### src/rtl/ledge_bank_if.sv
// Configuration bus from the game-state controller into the ledge bank.
// The controller drives through the master modport; the ledge bank samples
// through the slave modport.
interface ledge_bank_if;
    logic       cfg_we;
    logic [2:0] cfg_idx;
    logic       cfg_valid;
    logic [9:0] cfg_x;
    logic [9:0] cfg_y;
    logic [1:0] cfg_mode;
    logic [7:0] cfg_range;
    logic [3:0] cfg_speed;

    modport master (
        output cfg_we, cfg_idx, cfg_valid, cfg_x, cfg_y,
               cfg_mode, cfg_range, cfg_speed
    );

    modport slave (
        input  cfg_we, cfg_idx, cfg_valid, cfg_x, cfg_y,
               cfg_mode, cfg_range, cfg_speed
    );
endinterface

### src/rtl/ledge_bank.sv
// Bank of NUM_LEDGES platforms. Each is static or patrols along X or Y,
// stepping once per frame. Provides a registered per-pixel draw hit and a
// registered landing query (surface top and carry velocity) for the fighter.
module ledge_bank #(
    parameter int unsigned NUM_LEDGES = 4,
    parameter logic [9:0]  HALF_W     = 10'd67,
    parameter logic [9:0]  HALF_H     = 10'd12,
    parameter logic [9:0]  LAND_TOL   = 10'd4
) (
    input  logic       Clk,
    input  logic       Reset,
    input  logic       frame_clk,
    input  logic [9:0] DrawX,
    input  logic [9:0] DrawY,
    ledge_bank_if.slave cfg,
    input  logic [9:0] query_x,
    input  logic [9:0] query_y,
    output logic       is_ledge,
    output logic [2:0] ledge_idx,
    output logic       land_hit,
    output logic [9:0] land_top_y,
    output logic [4:0] land_dx,
    output logic [4:0] land_dy
);

    typedef enum logic [1:0] {
        MODE_STATIC = 2'd0,
        MODE_HORIZ  = 2'd1,
        MODE_VERT   = 2'd2,
        MODE_RSVD   = 2'd3
    } mode_e;

    typedef enum logic {
        DIR_POS = 1'b0,
        DIR_NEG = 1'b1
    } dir_e;

    localparam logic signed [12:0] HW13  = {3'b000, HALF_W};
    localparam logic signed [12:0] HH13  = {3'b000, HALF_H};
    localparam logic signed [12:0] TOL13 = {3'b000, LAND_TOL};

    // Clamp a signed intermediate into the 10-bit screen range.
    function automatic logic [9:0] sat10(input logic signed [12:0] v);
        if (v < 0)
            return '0;
        else if (v > 13'sd1023)
            return '1;
        else
            return v[9:0];
    endfunction

    // frame strobe synchroniser
    logic fc_meta, fc_sync, fc_prev, frame_tick;

    // per-slot registered state
    logic              slot_valid  [NUM_LEDGES];
    logic [9:0]        slot_base_x [NUM_LEDGES];
    logic [9:0]        slot_base_y [NUM_LEDGES];
    mode_e             slot_mode   [NUM_LEDGES];
    logic [7:0]        slot_range  [NUM_LEDGES];
    logic [3:0]        slot_speed  [NUM_LEDGES];
    logic signed [10:0] slot_off   [NUM_LEDGES];
    dir_e              slot_dir    [NUM_LEDGES];
    logic signed [4:0] slot_step   [NUM_LEDGES];

    // next values should a frame tick land this cycle
    logic              moving      [NUM_LEDGES];
    logic signed [10:0] step_off   [NUM_LEDGES];
    dir_e              step_dir    [NUM_LEDGES];
    logic signed [4:0] step_delta  [NUM_LEDGES];

    // saturated bounds of each slot's current position
    logic [9:0] b_left  [NUM_LEDGES];
    logic [9:0] b_right [NUM_LEDGES];
    logic [9:0] b_top   [NUM_LEDGES];
    logic [9:0] b_bot   [NUM_LEDGES];
    logic [9:0] b_land  [NUM_LEDGES];

    // combinational hit results ahead of the output registers
    logic       draw_hit_c;
    logic [2:0] draw_idx_c;
    logic       land_hit_c;
    logic [9:0] land_top_c;
    logic [4:0] land_dx_c;
    logic [4:0] land_dy_c;

    // Two-flop synchroniser plus rising-edge detect gives a one-cycle frame_tick.
    always_ff @(posedge Clk) begin
        if (Reset) begin
            fc_meta    <= 1'b0;
            fc_sync    <= 1'b0;
            fc_prev    <= 1'b0;
            frame_tick <= 1'b0;
        end else begin
            fc_meta    <= frame_clk;
            fc_sync    <= fc_meta;
            fc_prev    <= fc_sync;
            frame_tick <= fc_sync & ~fc_prev;
        end
    end

    // Per-slot patrol step: advance by speed, clamp at +/-range and reverse.
    always_comb begin
        logic signed [11:0] off_w;
        logic signed [11:0] spd_w;
        logic signed [11:0] rng_w;
        logic signed [11:0] nxt_w;
        logic signed [11:0] lim_w;
        logic               at_end;
        off_w  = '0;
        spd_w  = '0;
        rng_w  = '0;
        nxt_w  = '0;
        lim_w  = '0;
        at_end = 1'b0;
        for (int unsigned i = 0; i < NUM_LEDGES; i++) begin
            moving[i]     = slot_valid[i]
                          && (slot_mode[i] == MODE_HORIZ || slot_mode[i] == MODE_VERT)
                          && (slot_range[i] != '0) && (slot_speed[i] != '0);
            step_off[i]   = '0;
            step_dir[i]   = slot_dir[i];
            step_delta[i] = '0;

            off_w = {slot_off[i][10], slot_off[i]};
            spd_w = {8'b0, slot_speed[i]};
            rng_w = {4'b0, slot_range[i]};
            if (slot_dir[i] == DIR_POS) begin
                nxt_w  = off_w + spd_w;
                lim_w  = rng_w;
                at_end = (nxt_w >= rng_w);
            end else begin
                nxt_w  = off_w - spd_w;
                lim_w  = -rng_w;
                at_end = (nxt_w <= -rng_w);
            end

            if (moving[i]) begin
                if (at_end) begin
                    step_off[i]   = 11'(lim_w);
                    step_dir[i]   = (slot_dir[i] == DIR_POS) ? DIR_NEG : DIR_POS;
                    step_delta[i] = 5'(lim_w - off_w);
                end else begin
                    step_off[i]   = 11'(nxt_w);
                    step_delta[i] = 5'(nxt_w - off_w);
                end
            end
        end
    end

    // Slot state: config writes take priority over a frame step for their slot.
    always_ff @(posedge Clk) begin
        if (Reset) begin
            for (int unsigned i = 0; i < NUM_LEDGES; i++) begin
                slot_valid[i]  <= 1'b0;
                slot_base_x[i] <= '0;
                slot_base_y[i] <= '0;
                slot_mode[i]   <= MODE_STATIC;
                slot_range[i]  <= '0;
                slot_speed[i]  <= '0;
                slot_off[i]    <= '0;
                slot_dir[i]    <= DIR_POS;
                slot_step[i]   <= '0;
            end
        end else begin
            for (int unsigned i = 0; i < NUM_LEDGES; i++) begin
                if (cfg.cfg_we && cfg.cfg_idx == 3'(i)) begin
                    slot_valid[i]  <= cfg.cfg_valid;
                    slot_base_x[i] <= cfg.cfg_x;
                    slot_base_y[i] <= cfg.cfg_y;
                    slot_mode[i]   <= mode_e'(cfg.cfg_mode);
                    slot_range[i]  <= cfg.cfg_range;
                    slot_speed[i]  <= cfg.cfg_speed;
                    slot_off[i]    <= '0;
                    slot_dir[i]    <= DIR_POS;
                    slot_step[i]   <= '0;
                end else if (frame_tick) begin
                    slot_off[i]    <= step_off[i];
                    slot_dir[i]    <= step_dir[i];
                    slot_step[i]   <= step_delta[i];
                end
            end
        end
    end

    // Current centre from base plus patrol offset, then saturated bounds.
    always_comb begin
        logic signed [12:0] cx;
        logic signed [12:0] cy;
        cx = '0;
        cy = '0;
        for (int unsigned i = 0; i < NUM_LEDGES; i++) begin
            cx = {3'b000, slot_base_x[i]};
            cy = {3'b000, slot_base_y[i]};
            if (slot_mode[i] == MODE_HORIZ)
                cx = cx + {{2{slot_off[i][10]}}, slot_off[i]};
            if (slot_mode[i] == MODE_VERT)
                cy = cy + {{2{slot_off[i][10]}}, slot_off[i]};
            b_left[i]  = sat10(cx - HW13);
            b_right[i] = sat10(cx + HW13);
            b_top[i]   = sat10(cy - HH13);
            b_bot[i]   = sat10(cy + HH13);
            // landing window is measured from the already-saturated top
            b_land[i]  = sat10({3'b000, b_top[i]} + TOL13);
        end
    end

    // Priority search: lowest valid index wins for both draw and landing.
    always_comb begin
        draw_hit_c = 1'b0;
        draw_idx_c = '0;
        land_hit_c = 1'b0;
        land_top_c = '0;
        land_dx_c  = '0;
        land_dy_c  = '0;
        for (int unsigned i = 0; i < NUM_LEDGES; i++) begin
            if (!draw_hit_c && slot_valid[i]
                && DrawX >= b_left[i] && DrawX <= b_right[i]
                && DrawY >= b_top[i]  && DrawY <= b_bot[i]) begin
                draw_hit_c = 1'b1;
                draw_idx_c = 3'(i);
            end
            if (!land_hit_c && slot_valid[i]
                && query_x >= b_left[i] && query_x <= b_right[i]
                && query_y >= b_top[i]  && query_y <= b_land[i]) begin
                land_hit_c = 1'b1;
                land_top_c = b_top[i];
                if (slot_mode[i] == MODE_HORIZ)
                    land_dx_c = slot_step[i];
                if (slot_mode[i] == MODE_VERT)
                    land_dy_c = slot_step[i];
            end
        end
    end

    // Output registers: one-cycle latency from pixel/query inputs.
    always_ff @(posedge Clk) begin
        if (Reset) begin
            is_ledge   <= 1'b0;
            ledge_idx  <= '0;
            land_hit   <= 1'b0;
            land_top_y <= '0;
            land_dx    <= '0;
            land_dy    <= '0;
        end else begin
            is_ledge   <= draw_hit_c;
            ledge_idx  <= draw_idx_c;
            land_hit   <= land_hit_c;
            land_top_y <= land_top_c;
            land_dx    <= land_dx_c;
            land_dy    <= land_dy_c;
        end
    end

endmodule

### src/flat_wrapper.sv
// flat-port wrapper written by rule: the top's interface ports become plain ports
module ledge_bank_flat 
#(
    parameter int unsigned NUM_LEDGES = 4,
    parameter logic [9:0]  HALF_W     = 10'd67,
    parameter logic [9:0]  HALF_H     = 10'd12,
    parameter logic [9:0]  LAND_TOL   = 10'd4
)
  (Clk, Reset, frame_clk, DrawX, DrawY, query_x, query_y, is_ledge, ledge_idx, land_hit, land_top_y, land_dx, land_dy, cfg_cfg_we, cfg_cfg_idx, cfg_cfg_valid, cfg_cfg_x, cfg_cfg_y, cfg_cfg_mode, cfg_cfg_range, cfg_cfg_speed);
  ledge_bank_if cfg_i ();
  input  logic Clk;
  input  logic Reset;
  input  logic frame_clk;
  input  logic [9:0] DrawX;
  input  logic [9:0] DrawY;
  input  logic [9:0] query_x;
  input  logic [9:0] query_y;
  output logic is_ledge;
  output logic [2:0] ledge_idx;
  output logic land_hit;
  output logic [9:0] land_top_y;
  output logic [4:0] land_dx;
  output logic [4:0] land_dy;
  input wire logic [$bits(cfg_i.cfg_we)-1:0] cfg_cfg_we;
  input wire logic [$bits(cfg_i.cfg_idx)-1:0] cfg_cfg_idx;
  input wire logic [$bits(cfg_i.cfg_valid)-1:0] cfg_cfg_valid;
  input wire logic [$bits(cfg_i.cfg_x)-1:0] cfg_cfg_x;
  input wire logic [$bits(cfg_i.cfg_y)-1:0] cfg_cfg_y;
  input wire logic [$bits(cfg_i.cfg_mode)-1:0] cfg_cfg_mode;
  input wire logic [$bits(cfg_i.cfg_range)-1:0] cfg_cfg_range;
  input wire logic [$bits(cfg_i.cfg_speed)-1:0] cfg_cfg_speed;
  assign cfg_i.cfg_we = cfg_cfg_we;
  assign cfg_i.cfg_idx = cfg_cfg_idx;
  assign cfg_i.cfg_valid = cfg_cfg_valid;
  assign cfg_i.cfg_x = cfg_cfg_x;
  assign cfg_i.cfg_y = cfg_cfg_y;
  assign cfg_i.cfg_mode = cfg_cfg_mode;
  assign cfg_i.cfg_range = cfg_cfg_range;
  assign cfg_i.cfg_speed = cfg_cfg_speed;
  ledge_bank #(.NUM_LEDGES(NUM_LEDGES), .HALF_W(HALF_W), .HALF_H(HALF_H), .LAND_TOL(LAND_TOL)) u_core (.Clk(Clk), .Reset(Reset), .frame_clk(frame_clk), .DrawX(DrawX), .DrawY(DrawY), .cfg(cfg_i), .query_x(query_x), .query_y(query_y), .is_ledge(is_ledge), .ledge_idx(ledge_idx), .land_hit(land_hit), .land_top_y(land_top_y), .land_dx(land_dx), .land_dy(land_dy));
endmodule
### config.mk
export PLATFORM = sky130hd
export DESIGN_NAME = ledge_bank_flat
export DESIGN_NICKNAME = d
export VERILOG_FILES = /design/src/rtl/ledge_bank_if.sv /design/src/rtl/ledge_bank.sv /design/src/flat_wrapper.sv
export SDC_FILE = /design/constraint.sdc
export NUM_CORES = 2
export LEC_CHECK = 0
export ABC_CLOCK_PERIOD_IN_PS = 11500
export CELL_PAD_IN_SITES_DETAIL_PLACEMENT = 2
export CELL_PAD_IN_SITES_GLOBAL_PLACEMENT = 2
export CORE_MARGIN = 1.5
export CORE_UTILIZATION = 35
export CTS_CLUSTER_SIZE = 28
export DETAILED_ROUTE_END_ITERATION = 10
export GPL_TIMING_DRIVEN = 0
export PLACE_DENSITY_LB_ADDON = 0.1
export SLEW_MARGIN = 40
export SYNTH_ARGS = -nofsm -noshare
export SYNTH_HDL_FRONTEND = slang
export SYNTH_SLANG_ARGS = --single-unit
### constraint.sdc
create_clock -name Clk -period 11.5 [get_ports Clk]
set_clock_uncertainty 0.2 [all_clocks]
set_input_delay 1.725 -clock Clk [delete_from_list [all_inputs] [get_ports Clk]]
set_output_delay 1.725 -clock Clk [all_outputs]
set_load 0.01 [all_outputs]
==> Yosys cells after proc, flatten, opt, wreduce, memory -nomap -nowiden <==
Memory sizes are Yosys's and may differ from the RTL's.
Index checks and enable logic that the tools add are counted.
{ "classes": {"add_sub_neg": 48, "n_lt_le_gt_ge": 80, "eq_ne": 11, "muxes": 194, "bitwise_logic": 50, "n_reduce_logical": 74} }
{ "ops": {"columns": ["cell", "count"], "rows": [
  ["2-to-1 mux 10 bit", 52],
  ["2-to-1 mux 11 bit", 24],
  ["> comparator 13 x 11 -> 1 bit, second input constant", 20],
  ["less-than comparator 13 x 1 -> 1 bit, second input constant", 20],
  [">= comparator 10 bit", 16],
  ["less-or-equal comparator 10 bit", 16],
  ["2-to-1 mux 5 bit", 32],
  ["2-to-1 mux 13 bit", 8],
  ["adder 11 x 11 -> 12 bit", 8],
  ["2-to-1 mux 1 bit", 64],
  ["logical AND 1 bit", 54],
  ["adder 13 x 5 -> 13 bit, second input constant", 4],
  ["adder 13 x 8 -> 13 bit, second input constant", 4],
  ["subtractor 13 x 5 -> 13 bit, second input constant", 4],
  ["subtractor 13 x 8 -> 13 bit, second input constant", 4],
  ["adder 11 x 5 -> 12 bit", 4],
  [">= comparator 12 x 9 -> 1 bit", 4],
  ["less-or-equal comparator 12 bit", 4],
  ["negation 8 -> 12 bit", 4],
  ["bitwise OR 1 bit", 48],
  ["subtractor 11 x 5 -> 12 bit", 4],
  ["adder 10 x 3 -> 11 bit, second input constant", 4],
  ["subtractor 5 bit", 8],
  ["2-to-1 mux 8 bit", 4],
  ["other kinds (14)", 43]
]} }
{ "totals": {"ff_bits": 29, "mem_bits_rw": 208, "in_bits": 82, "output_inout_bits": 25, "elab_cells": 477, "mem_count": 9} }
{ "memory_table": {"columns": ["name", "words", "word_bits", "read_ports", "rd_clocked_by_memory_dff", "write_ports", "line_no", "text"], "rows": [
  ["u_core.slot_off", 4, 11, 4, 0, 4, "ledge_bank.sv:62", "logic signed [10:0] slot_off [NUM_LEDGES];"],
  ["u_core.slot_base_x", 4, 10, 4, 0, 4, "ledge_bank.sv:57", "logic [9:0] slot_base_x [NUM_LEDGES];"],
  ["u_core.slot_base_y", 4, 10, 4, 0, 4, "ledge_bank.sv:58", "logic [9:0] slot_base_y [NUM_LEDGES];"],
  ["u_core.slot_range", 4, 8, 4, 0, 4, "ledge_bank.sv:60", "logic [7:0] slot_range [NUM_LEDGES];"],
  ["u_core.slot_step", 4, 5, 4, 0, 4, "ledge_bank.sv:64", "logic signed [4:0] slot_step [NUM_LEDGES];"],
  ["u_core.slot_speed", 4, 4, 4, 0, 4, "ledge_bank.sv:61", "logic [3:0] slot_speed [NUM_LEDGES];"],
  ["+3 memories", null, null, null, null, null, null, null]
]} }

==> Depth between registers and ports, before layout <==
An unclocked memory read counts as a cell.
{ "logic_depth": {"ltp_word": 35, "mapped_depth": 33} }

==> Least setup slack after synthesis <==
No wires, ideal clock.
{ "synth_path": {"path_type": "flip-flop to flip-flop", "startpoint": "memory u_core.slot_off[3][1]", "endpoint": "register u_core.land_dy[3]", "t_arrival_ns": 6.648, "path_slack_ns": 4.577, "path_stages_with_launch": 31, "n_path_buf": 2, "cell_sequence": "edfxtp_1 ha_1 a21o_1 a21oi_1 xor2_1 o21ai_0 ha_1 xnor2_1 or3_1 clkbuf_1 a31o_2 o41ai_4 o21bai_1 ha_1 nand3_1 nor2_1 o2111a_2 nor2b_1 ha_1 a21o_1 a21o_1 a21o_1 a21o_1 a21o_1 a21o_1 a21oi_1 o22ai_1 a221oi_1 clkbuf_1 nand4_1 a31oi_1"} }
{ "synth_rtl": {"columns": ["item", "line_no", "text"], "rows": [
  ["from (decl)", "ledge_bank.sv:62", null],
  ["to (signal assigned)", "ledge_bank.sv:250", "land_dy <= land_dy_c;"],
  ["to (decl)", "ledge_bank.sv:23", "output logic [4:0] land_dy"]
]} }

==> results by group <==
Floorplan
  • Initial Util: 35.47%
  • # IOs: 107
  • Die H: 314.0 um
  • DIE WIDTH: 314.0 um
  • Core ar.: 0.09544 mm2
  • Rows: 113
  • Die ar.: 0.09858 mm2

Detailed routing
  • Routed vias: 31,960
  • Initial drt markers: 1,620
  • DRT antenna net count: 0
  • DRT Wirelength: 141.8 mm
  • Via density: 5.891
  • TritonRoute pass-1 iters: 7
  • Mean routed wirelength per cell: 26.14 um
  • Drc violations: 0

Logic synthesis
  • Post-synth cell types: 115
  • Netlist Area Pre-Place: 0.03385 mm2
  • Syn_area_per_cell: 8.476 um2
  • Flip-flop and latch count after synthesis: 236
  • Async SR Flop Fraction: 0%
  • Warnings, synthesis: 0
  • Most used DFF post-synth: edfxtp_1
  • Cells after Synth: 3,993
  • EDFF count, synth: 208
  • Syn nets: 4,680
  • Seq/Total Area, Yosys: 20.11%

Global routing
  • Global-route wire length before repair: 213.4 mm
  • Gr usage total: 28.35%
  • Vias in the first global route: 33,290
  • Largest net degree at the start of global routing: 36
  • Initial antenna violation count: 6
  • Grt ovf: 0

STA
  • Final hold violation count: 0
  • RSZ-0062 raised after global routing: false
  • Fin crit period: 10.02 ns
  • Setup total negative slack: 0 ns
  • FMAX: 99.77 MHz
  • Slack of the critical path: 1.477 ns
  • Final setup violation count: 0
  • Worst slew margin: 38.87%
  • Worst slew pin tran: 0.9074 ns
  • Final max-slew violation count: 0
  • WHS: 0.2154 ns
  • Final period util: 87.16%

Worst setup path
  • CP dominant cell by count: o21ai_0
  • Critical path buffer and inverter count: 5
  • R2R depth: 31
  • Setup crit start kind: flop
  • Family with the most delay on the worst path: compound AO/OA/AOI/OAI gates
  • CP required: 11.77 ns
  • CP Capture Type: flop
  • Worst stage delay on the critical path: 0.75 ns
  • CP max-delay cell: edfxtp_1
  • Worst Path Max Fanout: 10
  • Critical Path AT: 10.30 ns
  • CP Depth: 31
  • Crit Path Class: reg2reg

Placement
  • DP Wirelength: 117.2 mm
  • Routability cong.: 0.8886
  • Port Buffers: 105
  • Area post-placement: 0.03666 mm2
  • Pre-CTS setup slack: 1.648 ns

Pwr
  • Worst vdd ir: 0.1062 mV
  • Leak pwr: 0.01626 uW
  • Total power: 4458 uW
  • Power share of the clock group: 21.4%
  • Sw Pwr: 1995 uW
  • Comb power frac: 54.7%
  • Pwr dens: 118.3 mW/mm2
  • Sequential share of power: 23.9%
  • Switching Fraction: 44.75%
  • P_int: 2463 uW

Clock tree
  • Post-CTS Resized: 0
  • CTS tree: done
  • Skew-Pair Late Insertion Delay: 0.63 ns
  • CTS H-tree lvls: 1
  • CTS root buffer: clkbuf_16
  • CTS buffer count: 31
  • Setup bufs post-CTS: 0
  • CTS Hold Buffers Added: 0
  • CTS Buffer Depth: 3
  • Sink Count: 236
  • Clock transition at the registers of the reported paths: 0.06 ns

Min path
  • Worst Hold Class: reg2reg
  • Hold path cells: 1

Layout
  • Nets: 4,821
  • Register area: 0.006807 mm2
  • Fillers: 10,820
  • Area growth syn-to-layout: 11.33%
  • Multi-input gate area: 0.02591 mm2
  • Design area: 0.03768 mm2
  • Ratio of cells with drive above 1 in the final layout: 4.980%

Run
  • Max Cap Violations: 0

Outcome
  • Status: completed
power by group through the flow:
stage          clock, uW  sequential (uW)  combinational, uW
2_1_floorplan          0             1040               1640
3_3_place_gp           0             1080               2310
3_5_place_dp           0             1080               2410
4_1_cts              974             1060               2430
5_1_grt             1010             1070               2710
6_report             956             1060               2440
cells in the mapped netlist (all sizes together), types with 26 or more instances:
| library cell | number | area share, % |
|---|---|---|
| a211oi | 47 | 1.1 |
| a21o | 204 | 4.5 |
| a21oi | 258 | 3.8 |
| a31oi | 46 | 0.85 |
| and2 | 167 | 3.1 |
| and3 | 39 | 0.74 |
| buf | 30 | 0.43 |
| clkbuf | 87 | 0.96 |
| dfxtp | 28 | 1.7 |
| edfxtp | 208 | 18 |
| ha | 585 | 22 |
| inv | 223 | 2.5 |
| mux2i | 57 | 1.7 |
| nand2 | 238 | 2.6 |
| nand2b | 62 | 1.1 |
| nand3 | 107 | 1.6 |
| nand4 | 66 | 1.2 |
| nor2 | 267 | 3.0 |
| nor2b | 62 | 1.1 |
| nor3 | 90 | 1.4 |
| nor4 | 36 | 0.67 |
| o211ai | 39 | 0.87 |
| o21a | 71 | 1.6 |
| o21ai | 220 | 3.3 |
| o31ai | 26 | 0.59 |
| or3 | 37 | 0.72 |
| xnor2 | 194 | 5.0 |
| xor2 | 95 | 2.5 |
flip-flops by register name (all words and copies together) (netlist names):
signal and flops:
u_core.is_ledge 1, u_core.land_dy 5, u_core.slot_off 44, u_core.land_dx 5, u_core.slot_mode 8, u_core.slot_dir 4
u_core.fc_meta 1, u_core.slot_step 20, u_core.fc_prev 1, u_core.slot_speed 16, u_core.slot_base_y 40, u_core.frame_tick 1
u_core.slot_base_x 40, u_core.ledge_idx 2, u_core.slot_range 32, u_core.slot_valid 4, u_core.land_hit 1, u_core.fc_sync 1
u_core.land_top_y 10
layout make-up:
type / instances / share of cell area [%]
Multi-Input combinational cell: 3411 / 68.77
Sequential cell: 236 / 18.06
Tap cell: 1265 / 4.200
Timing Repair Buffer: 108 / 2.842
Inverter: 229 / 2.284
Clock buffer: 39 / 2.165
Buffer: 117 / 1.278
Clock inverter: 17 / 0.3752
Antenna cell: 4 / 0.02656
cell families after synthesis:
family / count (synthesis) / synth area share (%)
AND/OR/NAND/NOR: 1287 / 20.12
other: 1 / 0.01108
XOR/XNOR: 289 / 7.478
AO/OA/AOI/OAI: 1152 / 23.10
multiplexers: 75 / 2.373
flip-flops: 236 / 20.11
adder cells (fa/ha/maj): 607 / 22.87
buffers and inverters: 346 / 3.937
metal layers:
layer	GRT usage [%]	wire (um)
met5	0	0
met4	6.544	3409
met3	1.891	3510
met2	47.52	65760
met1	39.68	69160
worst paths after layout:
path | from | to | slack, ns
max | u_core.slot_off[0][1]$_SDFFCE_PN0P_ | u_core.land_dy[0]$_SDFF_PP0_ | 1.48
min | u_core.fc_prev$_SDFF_PP0_ | u_core.frame_tick$_SDFF_PP0_ | 0.22
max reg2reg | u_core.slot_off[0][1]$_SDFFCE_PN0P_ | u_core.land_dy[0]$_SDFF_PP0_ | 1.48
min reg2reg | u_core.fc_prev$_SDFF_PP0_ | u_core.frame_tick$_SDFF_PP0_ | 0.22
cell usage in the layout, fill, tap and decap left out, types with 28 or more instances in the layout:
| cell type | instances |
|---|---|
| clkdlybuf4s50_1 | 105 |
| nand4_1 | 66 |
| nor2b_1 | 62 |
| o211ai_1 | 39 |
| and2_1 | 167 |
| mux2i_1 | 48 |
| xnor2_1 | 194 |
| or3_1 | 34 |
| a21o_1 | 203 |
| a31oi_1 | 43 |
| nand3_1 | 106 |
| nor3_1 | 79 |
| a211oi_1 | 40 |
| xor2_1 | 95 |
| nand2_1 | 234 |
| edfxtp_1 | 208 |
| a21oi_1 | 254 |
| inv_1 | 222 |
| ha_1 | 585 |
| dfxtp_1 | 28 |
| o21a_1 | 71 |
| nor4_1 | 34 |
| o21ai_0 | 199 |
| nor2_1 | 261 |
| clkbuf_1 | 90 |
| clkbuf_16 | 31 |
| and3_1 | 38 |
| nand2b_1 | 61 |
stage by stage:
step                      instances  util (%)
final                          5426     39.48
after global routing           5422     39.47
after CTS                      5422     39.42
after detailed placement       5366     38.42
after global placement         5363     38.22
after floorplan                3993         -
(Power assumes the default switching activity.)
